[config.mk]
export PLATFORM = sky130hd
export DESIGN_NAME = usb_tx_arbiter_flat
export DESIGN_NICKNAME = d
export VERILOG_FILES = /design/src/rtl/usb_tx_arbiter_if.sv /design/src/rtl/usb_tx_arbiter.sv /design/src/flat_wrapper.sv
export SDC_FILE = /design/constraint.sdc
export NUM_CORES = 1
export LEC_CHECK = 0
export BUFFER_PORTS_ARGS = -buffer_cell sky130_fd_sc_hd__buf_2
export CORE_UTILIZATION = 43
export DETAILED_ROUTE_END_ITERATION = 16
export PLACE_DENSITY = 0.7
export SYNTH_ARGS = -nofsm -noshare
export SYNTH_HDL_FRONTEND = slang
export SYNTH_SLANG_ARGS = --single-unit
[constraint.sdc]
create_clock -name clk -period 7.2 [get_ports clk]
set_input_delay 0.72 -clock clk [delete_from_list [all_inputs] [get_ports clk]]
set_output_delay 0.72 -clock clk [all_outputs]
set_load 0.02 [all_outputs]
[src/rtl/usb_tx_arbiter_if.sv]
// Handshake and data bundle between the two requesters, the USB byte writer
// and the arbiter.
interface usb_tx_arbiter_if;
   logic       req0;
   logic [4:0] len0;
   logic [7:0] rdata0;
   logic       req1;
   logic [4:0] len1;
   logic [7:0] rdata1;
   logic [4:0] rd_addr;
   logic [1:0] grant;
   logic [1:0] done;
   logic [7:0] wr_data;
   logic       wr_new;
   logic       wr_done;
   logic       busy;
   logic       err;

   modport master (
      input  req0, len0, rdata0,
      input  req1, len1, rdata1,
      input  wr_done,
      output rd_addr, grant, done,
      output wr_data, wr_new,
      output busy, err
   );

   modport slave (
      output req0, len0, rdata0,
      output req1, len1, rdata1,
      output wr_done,
      input  rd_addr, grant, done,
      input  wr_data, wr_new,
      input  busy, err
   );
endinterface

[src/rtl/usb_tx_arbiter.sv]
// Round-robin framer sharing one USB byte writer between two requesters.
// Frame: SYNC, header {src,00,len}, payload, 8-bit sum of header+payload.
module usb_tx_arbiter #(
   parameter logic [7:0] SYNC_BYTE = 8'hA5,
   parameter int         TIMEOUT   = 1000
) (
   input logic             clk,
   input logic             reset,
   usb_tx_arbiter_if.master bus
);

   typedef enum logic [1:0] {
      S_IDLE,
      S_ISSUE,
      S_WAIT
   } state_t;

   typedef enum logic [1:0] {
      P_SYNC,
      P_HDR,
      P_PAY,
      P_SUM
   } phase_t;

   localparam logic [15:0] TMAX = 16'(TIMEOUT - 1);

   state_t      state, state_n;
   phase_t      phase, phase_n;
   logic [1:0]  grant, grant_n;
   logic        src, src_n;
   logic        last, last_n;
   logic [4:0]  len_q, len_n;
   logic [4:0]  addr, addr_n;
   logic [7:0]  csum, csum_n;
   logic [15:0] cnt, cnt_n;
   logic [7:0]  byte_out;
   logic        sel;
   logic        done_c, err_c;

   always_ff @(posedge clk) begin
      if (reset) begin
         state <= S_IDLE;
         phase <= P_SYNC;
         grant <= '0;
         src   <= 1'b0;
         last  <= 1'b1;
         len_q <= '0;
         addr  <= '0;
         csum  <= '0;
         cnt   <= '0;
      end else begin
         state <= state_n;
         phase <= phase_n;
         grant <= grant_n;
         src   <= src_n;
         last  <= last_n;
         len_q <= len_n;
         addr  <= addr_n;
         csum  <= csum_n;
         cnt   <= cnt_n;
      end
   end

   // Same byte is rebuilt in WAIT to fold it into the checksum.
   always_comb begin
      byte_out = SYNC_BYTE;
      unique case (phase)
         P_SYNC: byte_out = SYNC_BYTE;
         P_HDR:  byte_out = {src, 2'b00, len_q};
         P_PAY:  byte_out = src ? bus.rdata1 : bus.rdata0;
         P_SUM:  byte_out = csum;
      endcase
   end

   assign sel = (bus.req0 & bus.req1) ? ~last : bus.req1;

   always_comb begin
      state_n = state;
      phase_n = phase;
      grant_n = grant;
      src_n   = src;
      last_n  = last;
      len_n   = len_q;
      addr_n  = addr;
      csum_n  = csum;
      cnt_n   = cnt;
      done_c  = 1'b0;
      err_c   = 1'b0;
      unique case (state)
         S_IDLE: begin
            if (bus.req0 | bus.req1) begin
               src_n   = sel;
               grant_n = sel ? 2'b10 : 2'b01;
               len_n   = sel ? bus.len1 : bus.len0;
               addr_n  = '0;
               csum_n  = '0;
               phase_n = P_SYNC;
               state_n = S_ISSUE;
            end
         end
         S_ISSUE: begin
            cnt_n   = '0;
            state_n = S_WAIT;
         end
         S_WAIT: begin
            cnt_n = cnt + 16'd1;
            if (bus.wr_done) begin
               state_n = S_ISSUE;
               if (phase == P_HDR || phase == P_PAY)
                  csum_n = csum + byte_out;
               unique case (phase)
                  P_SYNC: phase_n = P_HDR;
                  P_HDR:  phase_n = (len_q == 5'd0) ? P_SUM : P_PAY;
                  P_PAY: begin
                     addr_n = addr + 5'd1;
                     if (addr == len_q - 5'd1)
                        phase_n = P_SUM;
                  end
                  P_SUM: begin
                     done_c  = 1'b1;
                     last_n  = src;
                     grant_n = '0;
                     state_n = S_IDLE;
                  end
               endcase
            end else if (cnt == TMAX) begin
               err_c   = 1'b1;
               last_n  = src;
               grant_n = '0;
               state_n = S_IDLE;
            end
         end
         default: state_n = S_IDLE;
      endcase
   end

   assign bus.wr_new  = (state == S_ISSUE);
   assign bus.wr_data = bus.wr_new ? byte_out : 8'h00;
   assign bus.busy    = (state != S_IDLE);
   assign bus.grant   = grant;
   assign bus.rd_addr = addr;
   assign bus.done    = done_c ? grant : 2'b00;
   assign bus.err     = err_c;

endmodule

[src/flat_wrapper.sv]
// flat-port wrapper written by rule: the top's interface ports become plain ports
module usb_tx_arbiter_flat 
#(
   parameter logic [7:0] SYNC_BYTE = 8'hA5,
   parameter int         TIMEOUT   = 1000
)
  (clk, reset, bus_req0, bus_len0, bus_rdata0, bus_req1, bus_len1, bus_rdata1, bus_wr_done, bus_rd_addr, bus_grant, bus_done, bus_wr_data, bus_wr_new, bus_busy, bus_err);
  usb_tx_arbiter_if bus_i ();
  input logic clk;
  input logic reset;
  input wire logic [$bits(bus_i.req0)-1:0] bus_req0;
  input wire logic [$bits(bus_i.len0)-1:0] bus_len0;
  input wire logic [$bits(bus_i.rdata0)-1:0] bus_rdata0;
  input wire logic [$bits(bus_i.req1)-1:0] bus_req1;
  input wire logic [$bits(bus_i.len1)-1:0] bus_len1;
  input wire logic [$bits(bus_i.rdata1)-1:0] bus_rdata1;
  input wire logic [$bits(bus_i.wr_done)-1:0] bus_wr_done;
  output wire logic [$bits(bus_i.rd_addr)-1:0] bus_rd_addr;
  output wire logic [$bits(bus_i.grant)-1:0] bus_grant;
  output wire logic [$bits(bus_i.done)-1:0] bus_done;
  output wire logic [$bits(bus_i.wr_data)-1:0] bus_wr_data;
  output wire logic [$bits(bus_i.wr_new)-1:0] bus_wr_new;
  output wire logic [$bits(bus_i.busy)-1:0] bus_busy;
  output wire logic [$bits(bus_i.err)-1:0] bus_err;
  assign bus_i.req0 = bus_req0;
  assign bus_i.len0 = bus_len0;
  assign bus_i.rdata0 = bus_rdata0;
  assign bus_i.req1 = bus_req1;
  assign bus_i.len1 = bus_len1;
  assign bus_i.rdata1 = bus_rdata1;
  assign bus_i.wr_done = bus_wr_done;
  assign bus_rd_addr = bus_i.rd_addr;
  assign bus_grant = bus_i.grant;
  assign bus_done = bus_i.done;
  assign bus_wr_data = bus_i.wr_data;
  assign bus_wr_new = bus_i.wr_new;
  assign bus_busy = bus_i.busy;
  assign bus_err = bus_i.err;
  usb_tx_arbiter #(.SYNC_BYTE(SYNC_BYTE), .TIMEOUT(TIMEOUT)) u_core (.clk(clk), .reset(reset), .bus(bus_i));
endmodule
# Word-level counts from Yosys, hierarchy flattened
# Cells that the tools add are included.
# op_classes
eq_ne	16
bitwise_logic	3
reduce_logical	15
addsub	4
muxes	40
# op_table
cell	n
$mux 8	5
$pmux 16 s2	1
$pmux 8 s4	1
$mux 2	11
$mux 5	4
$add 16x1->16 const B	1
$eq 16x10->1 const B	1
$pmux 8 s2	1
$mux 1	12
$pmux 2 s3	2
$reduce_and 4->1	3
$pmux 5 s2	1
$add 8x8->8	1
$ne 2x1->1 const B	4
$pmux 2 s2	2
$reduce_bool 2->1	4
$eq 2x2->1 const B	3
$ne 3x3->1 const B	2
$add 5x1->5 const B	1
$eq 5x5->1	1
$logic_not 5->1	1
$reduce_and 5->1	1
$sub 5x1->5 const B	1
$eq 2x1->1 const B	2
other kinds (10)	12
# totals
in_bits	31
regBits	42
out_inout_bits	20

# Depth between registers and ports, before layout
# Gate-level depths: netlist (run 1).
# logic_depth
ltp_word	6
depth_mapped	14
mapped_depth_nobuf	13

# Worst setup path after synthesis (run 1)
# Ideal clock, no wire load.
# synth_path
path_type	input to register
startpoint	input port bus_rdata1[1]
endpoint	register u_core.csum[7]
t_arrival_ns	2.637
path_stages	10
n_path_buf	0
slack_ns	4.488
setup_time_ns	0.074
path_cell_list	mux2_1 a222oi_1 nor2_1 ha_1 a21oi_1 o211ai_1 a31oi_1 xor2_1 or3_1 a31oi_1
# synth_via
elab_chain_len	6
# synth_lines
item	line_no	text
start: declaration	flat_wrapper.sv:16	input wire logic [$bits(bus_i.rdata1)-1:0] bus_rdata1;
$mux 8	usb_tx_arbiter.sv:70	P_PAY: byte_out = src ? bus.rdata1 : bus.rdata0;
$pmux 8 s4	usb_tx_arbiter.sv:67	unique case (phase)
$add 8x8->8	usb_tx_arbiter.sv:110	csum_n = csum + byte_out;
$mux 8	usb_tx_arbiter.sv:109	if (phase == P_HDR || phase == P_PAY)
$mux 8	usb_tx_arbiter.sv:107	if (bus.wr_done) begin
$pmux 8 s2	usb_tx_arbiter.sv:89	unique case (state)
end signal: assignment	usb_tx_arbiter.sv:59	csum <= csum_n;
end: declaration	usb_tx_arbiter.sv:34	logic [7:0] csum, csum_n;
# Every way passes these cells. The select of a mux whose other input is x is not followed.
# A chain may end at the register's enable or synchronous reset.

# Final worst setup path (run 1)
# layout_path
startpoint	register u_core.src
endpoint	register u_core.csum[7]
# layout_via
elab_chain_len	6
# layout_lines
item	line_no	text
start: declaration	usb_tx_arbiter.sv:30	logic src, src_n;
start signal: assignment	usb_tx_arbiter.sv:55	src <= src_n;
$mux 8	usb_tx_arbiter.sv:70	
$pmux 8 s4 *	usb_tx_arbiter.sv:67	
$add 8x8->8 *	usb_tx_arbiter.sv:110	
$mux 8 *	usb_tx_arbiter.sv:109	
$mux 8 *	usb_tx_arbiter.sv:107	
$pmux 8 s2 *	usb_tx_arbiter.sv:89	
# Mark *: on every way between the ends. The rest lies on a longest branch, timed or not. The select of a mux whose other input is x is not followed.

==> flow_metrics.env, run 1 <==
export IMPL_netlist_instances=327
export IMPL_muxShareOfSynthArea_pct=6.10
export IMPL_multiInputGateArea_mm2=0.00171
export IMPL_ys_warn_count=0
export IMPL_hold_buffers=0
export IMPL_rows=28
export IMPL_seq_area_um2=841
export IMPL_yosys_top_cells_count="47 x nor2_1, 42 x dfxtp_1, 20 x a21oi_1"
export IMPL_drc=0
export IMPL_fin_hold_ws_ns=0.485
export IMPL_vias=2454
export IMPL_hpwl_um=4680
export IMPL_synthTopCellsByArea="dfxtp_1 31%, ha_1 8.4%, nor2_1 6.6%, mux2i_1 4.8%, xnor2_1 3.9%"
export IMPL_slowest_delay_ns=0.69
export IMPL_synth_area_per_cell_um2=8.22
export IMPL_clk_pin_slew_ns=0.09
export IMPL_synthMostInstantiatedCell="nor2_1"
export IMPL_synth_seq_cells=42
export IMPL_grt_max_degree=24
export IMPL_arrival_ns=3.23
export IMPL_cp_cell_sequence="mux2_1, a222oi_1, nor2_1, ha_1, a21oi_1, o211ai_1, a31oi_1, xor2_1, or3_1, a31oi_1"
export IMPL_worstPathMaxFanout=10
export IMPL_required_ns=7.43
export IMPL_layout_cells_non_filler=447
export IMPL_finalSetupViolCount=0
export IMPL_cts_buffers=5
export IMPL_cpMostUsedCell="a31oi_1"
export IMPL_crit_type="reg2reg"
export IMPL_htreeDepth=2
export IMPL_io_buffers=50
export IMPL_synth_compound_area_share_pct=16.8
export IMPL_worst_hold_path_type="reg2reg"
export IMPL_post_synth_top_area_cell="dfxtp_1"
export IMPL_die_w_um=81.0
export IMPL_synth_simple_area_share_pct=23.8
export IMPL_hold_viol=0
export IMPL_slowest_stage="dfxtp_1"
export IMPL_finalInstanceArea_mm2=0.00308
export IMPL_die_y_um=81.0
export IMPL_tightest_slew_ns=0.905
export IMPL_synth_top_family_by_area="simple AND/OR/NAND/NOR gates"
export IMPL_ys_types=53
export IMPL_gr_usage_all_layers_pct=19.9
export IMPL_ios=51
export IMPL_layout_drive_gt1_share_pct=16.7
export IMPL_antenna_found_initial=0
export IMPL_fmaxAchievable_ghz=0.334
export IMPL_clock_latency_ns=0.30
export IMPL_power_density_mw_per_mm2=211
export IMPL_ir_drop_v=0.000121
export IMPL_cap_violations=0
export IMPL_cts_setup_buffers=0
export IMPL_postPlaceCellArea_mm2=0.00297
export IMPL_place_gp_congestion=0.902
export IMPL_drv_slew=0
export IMPL_final_setup_skew_ns=0.0150
export IMPL_clock_root_buffer="clkbuf_8"
export IMPL_gr_total_overflow=0
export IMPL_cts_sinks=42
export IMPL_p_leak_nw=1.24
export IMPL_finalCritPeriodShare_pct=41.6
export IMPL_fillers=578
export IMPL_grt_pass1_wl_um=10200
export IMPL_cts_tree="built"
export IMPL_fin_crit_ns=3.00
export IMPL_critPathLaunchType="register"
export IMPL_async_flop_share_pct=0
export IMPL_critPathTopFamily="compound AO/OA/AOI/OAI gates"
export IMPL_coreArea_mm2=0.00599
export IMPL_design_die_area_mm2=0.00657
export IMPL_synth_edf_count=0
export IMPL_ys_seq_area_share_pct=31.3
export IMPL_rsz0062_at_grt="false"
export IMPL_synthesis_area_mm2=0.00269
export IMPL_ctsResizeCount=0
export IMPL_synth_top_area_share_pct=31.3
export IMPL_final_nets=422
export IMPL_syn_nets=377
export IMPL_synth_fa_ha_area_share_pct=9.13
export IMPL_cp_end_kind="register"
export IMPL_placed_cells=440
export IMPL_viasPerCell=5.49
export IMPL_start_util_pct=44.8
export IMPL_area_growth_pct=14.7
export IMPL_avgRoutedWirePerCell_um=13.9
export IMPL_antenna_left=0
export IMPL_tns_ns=0
export IMPL_clk_path_buf_depth=2
export IMPL_drt_total_wl_um=6200
export IMPL_grt_pass1_vias=2238
export IMPL_synth_flop_cell="dfxtp_1"
export IMPL_status="complete, no violations"
export IMPL_firstDrtPassIters=4
export IMPL_diodes=0
export IMPL_max_slew_margin_pct=39.6
export IMPL_drt_iter0_drc=156
export IMPL_synth_xor_area_share_pct=7.82
export IMPL_path_buf_inv=0
[registers in the layout, summed over array words and instances (netlist names)]
register and count:
u_core.len_q 5, u_core.bus.rd_addr 5, u_core.state 2, u_core.src 1
u_core.phase 2, u_core.cnt 16, u_core.csum 8, u_core.last 1
u_core.bus.grant 2
[metrics by stage]
| step | util (%) | total power [mW] | worst slack [ns] |
|---|---|---|---|
| floorplan | - | 0.413 | 4.49 |
| global placement | 49.5 | 0.462 | 4.30 |
| detailed placement | 49.5 | 0.465 | 4.15 |
| CTS | 51.4 | 0.657 | 4.21 |
| global route | 51.4 | 0.694 | 3.97 |
| finish | 51.4 | 0.651 | 4.20 |
[final cells by class]
class                           instances  share of cell area, %
Sequential cell                        42                   27.3
Clock buffer                            6                   2.68
Multi-Input combinational cell        253                   55.4
Clock inverter                          1                  0.975
Tap cell                               75                   3.05
Inverter                               20                   2.44
Timing Repair Buffer                   50                   8.12
[worst min-delay path: stages (launching register included)]
cell     delay [ns]
dfxtp_1        0.33
mux2i_1        0.07
nand2_1        0.06
[kinds of logic after synthesis]
kind of cell / Yosys count
and+or+nand+nor: 124
AOI/OAI and AO/OA: 70
DFF: 42
buffers and inverters: 32
xor gates and xnor gates: 24
adders and majority gates: 19
muxes: 16
[cells in the final DEF, fill, tap and decap left out, drive strengths merged, types with 3 or more instances in the layout]
cell,Yosys,layout
nor2b,3,3
inv,20,20
xnor2,12,12
a22oi,5,5
nor3b,3,3
nand2,16,16
o21ai,18,18
or4,3,3
dfxtp,42,42
nor2,47,47
mux2i,13,13
nand4,6,6
nand2b,5,5
nor3,5,5
mux2,3,3
nand3,9,9
xor2,12,12
and2,9,9
and3,4,4
a21oi,20,20
a222oi,3,3
nor4,3,3
or3,4,4
buf,5,50
clkbuf,7,6
ha,18,18
a31oi,4,4
a211oi,5,5
[layer usage]
layer | share of wire, % | vias up | global-route usage [%]
met5 | 0 | - | 0
met4 | 1.7 | 0 | 6.96
met3 | 3.9 | 13 | 3.60
met2 | 49 | 54 | 35.9
met1 | 45 | 1135 | 23.4
li1 | - | 1252 | -
[power by group]
part           switching, mW  leakage, nW  internal [mW]
Clock                 0.0803       0.0573          0.111
Sequential            0.0227        0.341          0.248
Combinational          0.114        0.843         0.0745
[worst paths after layout]
path	end	slack [ns]	cells after the start	from
worst max-delay path	u_core.csum[7]$_SDFFE_PP0P_	4.20	10	u_core.src$_SDFFE_PP0P_
worst min-delay path	u_core.last$_SDFFE_PP1P_	0.48	2	u_core.last$_SDFFE_PP1P_
worst max register to register	u_core.csum[7]$_SDFFE_PP0P_	4.20	10	u_core.src$_SDFFE_PP0P_
worst min register to register	u_core.last$_SDFFE_PP1P_	0.48	2	u_core.last$_SDFFE_PP1P_
Note: power is estimated with default switching activity, not from simulation.
==> run 2: changes to the inputs <==
==> constraint.sdc (replaced) <==
create_clock -name clk -period 2.8 [get_ports clk]
set_input_delay 0.28 -clock clk [delete_from_list [all_inputs] [get_ports clk]]
set_output_delay 0.28 -clock clk [all_outputs]
set_load 0.02 [all_outputs]
==> flow_metrics.env, run 2 (synthesis results as in run 1) <==
export IMPL_firstDrtPassIters=7
export IMPL_drt_iter0_drc=167
export IMPL_hold_buffers=0
export IMPL_tns_ns=0
export IMPL_pre_cts_ws_ns=0.113
export IMPL_design_die_area_mm2=0.00657
export IMPL_gr_usage_all_layers_pct=20.6
export IMPL_fin_crit_ns=2.55
export IMPL_arrival_ns=2.77
export IMPL_cts_sinks=42
export IMPL_drt_total_wl_um=6390
export IMPL_clk_path_buf_depth=2
export IMPL_tightest_slew_ns=0.932
export IMPL_io_buffers=50
export IMPL_max_slew_margin_pct=37.7
export IMPL_slowest_stage="dfxtp_2"
export IMPL_cap_violations=0
export IMPL_rsz0062_at_grt="false"
export IMPL_p_leak_nw=1.26
export IMPL_totalPowerFinal_mw=1.67
export IMPL_ios=51
export IMPL_crit_type="reg2reg"
export IMPL_worstPathMaxFanout=5
export IMPL_finalCritPeriodShare_pct=91.0
export IMPL_cts_buffers=5
export IMPL_fmaxAchievable_ghz=0.392
export IMPL_grt_pass1_wl_um=10500
export IMPL_grt_pass1_vias=2304
export IMPL_layout_drive_gt1_share_pct=18.3
export IMPL_cp_cell_sequence="mux2_1, a222oi_1, nor2_1, ha_1, a21oi_1, o211ai_1, a31oi_1, xor2_1, or3_1, a31oi_1"
export IMPL_clk_pin_slew_ns=0.09
export IMPL_final_nets=427
export IMPL_cpMostUsedCell="a31oi_1"
export IMPL_layout_cells_non_filler=453
export IMPL_ctsResizeCount=0
export IMPL_antenna_left=0
export IMPL_drv_slew=0
export IMPL_start_util_pct=44.8
export IMPL_regMostFlops="u_core.cnt"
export IMPL_reg_top3="u_core.cnt: 16 flops, u_core.csum: 8 flops"
export IMPL_ir_drop_v=0.000277
export IMPL_hpwl_um=4850
export IMPL_cts_tree="built"
export IMPL_rows=28
export IMPL_power_density_mw_per_mm2=535
export IMPL_area_growth_pct=16.1
export IMPL_drc=0
export IMPL_status="complete, no violations"
export IMPL_required_ns=3.02
export IMPL_die_w_um=81.0
export IMPL_final_cell_mix="50 x buf_2, 47 x nor2_1, 41 x dfxtp_1"
export IMPL_place_gp_congestion=0.866
export IMPL_critPathLaunchType="register"
export IMPL_gr_total_overflow=0
export IMPL_final_setup_skew_ns=0.00825
export IMPL_fin_ws_ns=0.251
export IMPL_diodes=0
export IMPL_grt_max_degree=24
export IMPL_mostFrequentLayoutCell="buf_2"
export IMPL_cp_end_kind="register"
export IMPL_viasPerCell=5.53
export IMPL_placed_cells=445
export IMPL_finalSetupViolCount=0
export IMPL_coreArea_mm2=0.00599
export IMPL_htreeDepth=2
export IMPL_antenna_found_initial=0
export IMPL_vias=2506
export IMPL_avgRoutedWirePerCell_um=14.1
export IMPL_slowest_delay_ns=0.39
export IMPL_hold_viol=0
export IMPL_die_y_um=81.0
export IMPL_worst_hold_path_type="in2reg"
export IMPL_clock_root_buffer="clkbuf_8"
export IMPL_utilization_pct=52.1
export IMPL_largest_reg_flops=16
export IMPL_cts_setup_buffers=0
export IMPL_clock_latency_ns=0.30
## run 2: cell types whose count changed in the layout (fill, tap and decap cells not counted), sizes merged
cell | previous run | this run
buf | 50 | 55
clkinvlp | 0 | 1
## run 2: layer usage
layer,GRT usage (%),wire length (um),vias to the layer above
met5,0,0,-
met3,3.71,250,10
met2,36.5,3110,63
li1,-,-,1262
met4,6.43,95,0
met1,25.2,2940,1171
## run 2: power breakdown
group / total, mW / internal [mW] / switching (mW)
logic: 0.494 / 0.194 / 0.300
registers: 0.691 / 0.639 / 0.0516
clock network: 0.483 / 0.266 / 0.217
total: 1.67 / 1.10 / 0.569
## run 2: path summary, 6_finish.rpt
path / cells past startpoint / slack [ns] / from / endpoint
setup / recovery: 10 / 0.25 / u_core.src$_SDFFE_PP0P_ / u_core.csum[7]$_SDFFE_PP0P_
hold reg to reg: 2 / 0.50 / u_core.bus.grant[1]$_SDFFE_PP0P_ / u_core.bus.grant[1]$_SDFFE_PP0P_
setup reg to reg: 10 / 0.25 / u_core.src$_SDFFE_PP0P_ / u_core.csum[7]$_SDFFE_PP0P_
hold / removal: 3 / 0.31 / bus_len0[0] / u_core.len_q[0]$_SDFFE_PP0P_
## run 2: critical path, delay by kind of cell (launching register included)
| kind | cells | cell delay, ns |
|---|---|---|
| compound gates | 5 | 0.93 |
| simple gates | 2 | 0.42 |
| mux | 1 | 0.35 |
| xor+xnor | 1 | 0.10 |
| flops | 1 | 0.39 |
| fa+ha+maj | 1 | 0.29 |
## run 2: stage by stage
stage               hold slack [ns]  area [um^2]
CTS                           0.311         3120
global placement              0.460         3010
floorplan                     0.410         2690
detailed placement            0.471         3010
global route                  0.329         3120
finish                        0.312         3120
## run 2: cell type report
| type | count | area [um^2] |
|---|---|---|
| inverters | 20 | 75.1 |
| well taps | 75 | 93.8 |
| clock buffers | 6 | 72.6 |
| repair buffers | 55 | 288 |
| flip-flops and latches | 42 | 842 |
| fillers | 574 | 2870 |
| clock inverters | 2 | 37.5 |
| multi-input cells | 253 | 1710 |
==> run 3: changes to the inputs <==
--- a/config.mk
+++ b/config.mk
@@ -9,6 +9,9 @@
 export CORE_UTILIZATION = 43
 export DETAILED_ROUTE_END_ITERATION = 16
 export PLACE_DENSITY = 0.7
+export RECOVER_POWER = 50
+export SETUP_SLACK_MARGIN = 0.1
+export SLEW_MARGIN = 20
 export SYNTH_ARGS = -nofsm -noshare
 export SYNTH_HDL_FRONTEND = slang
 export SYNTH_SLANG_ARGS = --single-unit
==> flow_metrics.env, run 3 (synthesis results as in run 1) <==
export IMPL_cpMostUsedCell="a31oi_1"
export IMPL_fin_crit_ns=2.53
export IMPL_grt_pass1_wl_um=10500
export IMPL_hold_viol=0
export IMPL_viasPerCell=5.49
export IMPL_ios=51
export IMPL_fmaxAchievable_ghz=0.396
export IMPL_regMostFlops="u_core.cnt"
export IMPL_postPlaceCellArea_mm2=0.00301
export IMPL_r2r_cells=10
export IMPL_io_buffers=50
export IMPL_worst_hold_path_type="in2reg"
export IMPL_cts_sinks=42
export IMPL_cp_cell_sequence="mux2_1, a222oi_1, nor2_1, ha_1, a21oi_2, o211ai_1, a31oi_1, xor2_1, or3_1, a31oi_1"
export IMPL_fillers=575
export IMPL_ff2ff_setup_slack_ns=0.27
export IMPL_avgRoutedWirePerCell_um=14.2
export IMPL_arrival_ns=2.75
export IMPL_antenna_left=0
export IMPL_diodes=0
export IMPL_mostFrequentLayoutCell="nor2_1"
export IMPL_largest_reg_flops=16
export IMPL_r2r_start="u_core.src$_SDFFE_PP0P_"
export IMPL_firstDrtPassIters=4
export IMPL_gr_usage_all_layers_pct=20.6
export IMPL_coreArea_mm2=0.00599
export IMPL_final_cell_mix="47 x nor2_1, 40 x dfxtp_1, 39 x buf_2"
export IMPL_cp_end_kind="register"
export IMPL_place_gp_congestion=0.866
export IMPL_final_setup_skew_ns=0.00880
export IMPL_rows=28
export IMPL_status="complete, no violations"
export IMPL_crit_path_start="u_core.src$_SDFFE_PP0P_"
export IMPL_clock_root_buffer="clkbuf_8"
export IMPL_utilization_pct=52.3
export IMPL_power_density_mw_per_mm2=530
export IMPL_rsz0062_at_grt="false"
export IMPL_grt_max_degree=24
export IMPL_seq_area_um2=846
export IMPL_drt_total_wl_um=6450
export IMPL_slowest_delay_ns=0.38
export IMPL_crit_type="reg2reg"
export IMPL_layout_drive_gt1_share_pct=17.2
export IMPL_worstPathMaxFanout=5
export IMPL_slowest_stage="dfxtp_4"
export IMPL_cts_buffers=5
export IMPL_rr_endpoint="u_core.csum[7]$_SDFFE_PP0P_"
export IMPL_gr_total_overflow=0
export IMPL_p_leak_nw=1.22
export IMPL_required_ns=3.02
export IMPL_clk_path_buf_depth=2
export IMPL_area_growth_pct=16.7
export IMPL_cap_violations=0
export IMPL_finalCritPeriodShare_pct=90.2
export IMPL_vias=2491
export IMPL_cts_tree="built"
export IMPL_drv_slew=0
export IMPL_final_nets=428
export IMPL_endpoint="u_core.csum[7]$_SDFFE_PP0P_"
export IMPL_design_die_area_mm2=0.00657
export IMPL_multiInputGateArea_mm2=0.00173
export IMPL_tns_ns=0
export IMPL_reg_top3="u_core.cnt: 16 flops, u_core.csum: 8 flops"
export IMPL_drt_iter0_drc=175
export IMPL_clock_latency_ns=0.30
export IMPL_critPathLaunchType="register"
export IMPL_antenna_found_initial=0
export IMPL_drc=0
export IMPL_die_y_um=81.0
export IMPL_htreeDepth=2
export IMPL_grt_pass1_vias=2304
export IMPL_tightest_slew_ns=1.37
export IMPL_die_w_um=81.0
export IMPL_ir_drop_v=0.000277
export IMPL_hpwl_um=4850
export IMPL_max_slew_margin_pct=7.74
export IMPL_clk_pin_slew_ns=0.09
export IMPL_start_util_pct=44.8
export IMPL_finalInstanceArea_mm2=0.00313
export IMPL_finalSetupViolCount=0
run 3: area by class of cell:
cell class	instances	share of cell area [%]
clock buffer	6	2.32
inverter	20	2.40
sequential	42	27.0
tap	75	2.99
multi-input combinational	253	55.1
timing repair buffer	56	8.98
clock inverter	2	1.20
run 3: stage by stage:
| step | hold slack (ns) | worst slack, ns | total power [mW] | std cells |
|---|---|---|---|---|
| 2_1_floorplan | 0.410 | 0.252 | 1.06 | 327 |
| 6_report | 0.313 | 0.273 | 1.66 | 454 |
| 5_1_grt | 0.329 | 0.110 | 1.76 | 454 |
| 4_1_cts | 0.311 | 0.130 | 1.68 | 453 |
| 3_3_place_gp | 0.460 | 0.180 | 1.19 | 445 |
| 3_5_place_dp | 0.471 | 0.113 | 1.20 | 445 |
run 3: repair_timing:
| action | 4_1_cts | 5_1_grt |
|---|---|---|
| gates resized for setup | 1 | 15 |
| hold buffers | 0 | 0 |
| pin swaps | 0 | 5 |
| endpoints found under the setup margin | 1 | 3 |
| setup buffers | 0 | 1 |
run 3: worst max-delay path: cells and delay by family, from the launching register on:
kind | cells | cell delay, ns
AOI/OAI and AO/OA | 5 | 0.90
xor gates and xnor gates | 1 | 0.10
adders and majority gates | 1 | 0.30
DFF | 1 | 0.38
muxes | 1 | 0.34
and+or+nand+nor | 2 | 0.44
run 3: how the worst min path moves through the flow:
stage / cells past startpoint / end / slack, ns / start
finish: 3 / u_core.len_q[0]$_SDFFE_PP0P_ / 0.31 / bus_len0[0]
floorplan: 2 / u_core.last$_SDFFE_PP1P_ / 0.41 / reset
global route: 3 / u_core.len_q[2]$_SDFFE_PP0P_ / 0.33 / bus_len0[2]
global placement: 2 / u_core.last$_SDFFE_PP1P_ / 0.46 / u_core.last$_SDFFE_PP1P_
CTS: 3 / u_core.len_q[2]$_SDFFE_PP0P_ / 0.31 / bus_len0[2]
detailed placement: 2 / u_core.last$_SDFFE_PP1P_ / 0.47 / u_core.last$_SDFFE_PP1P_
run 3: where the power goes:
group | total [mW] | switching [mW] | internal, mW
combinational | 0.488 | 0.298 | 0.189
sequential | 0.692 | 0.0530 | 0.639
clock | 0.482 | 0.216 | 0.266
run 3: per-layer routing:
metal	vias up	part of all wire [%]	track usage, %
met4	0	1.7	6.43
met2	58	49	36.5
met5	-	0	0
li1	1261	-	-
met3	12	3.8	3.71
met1	1160	46	25.2
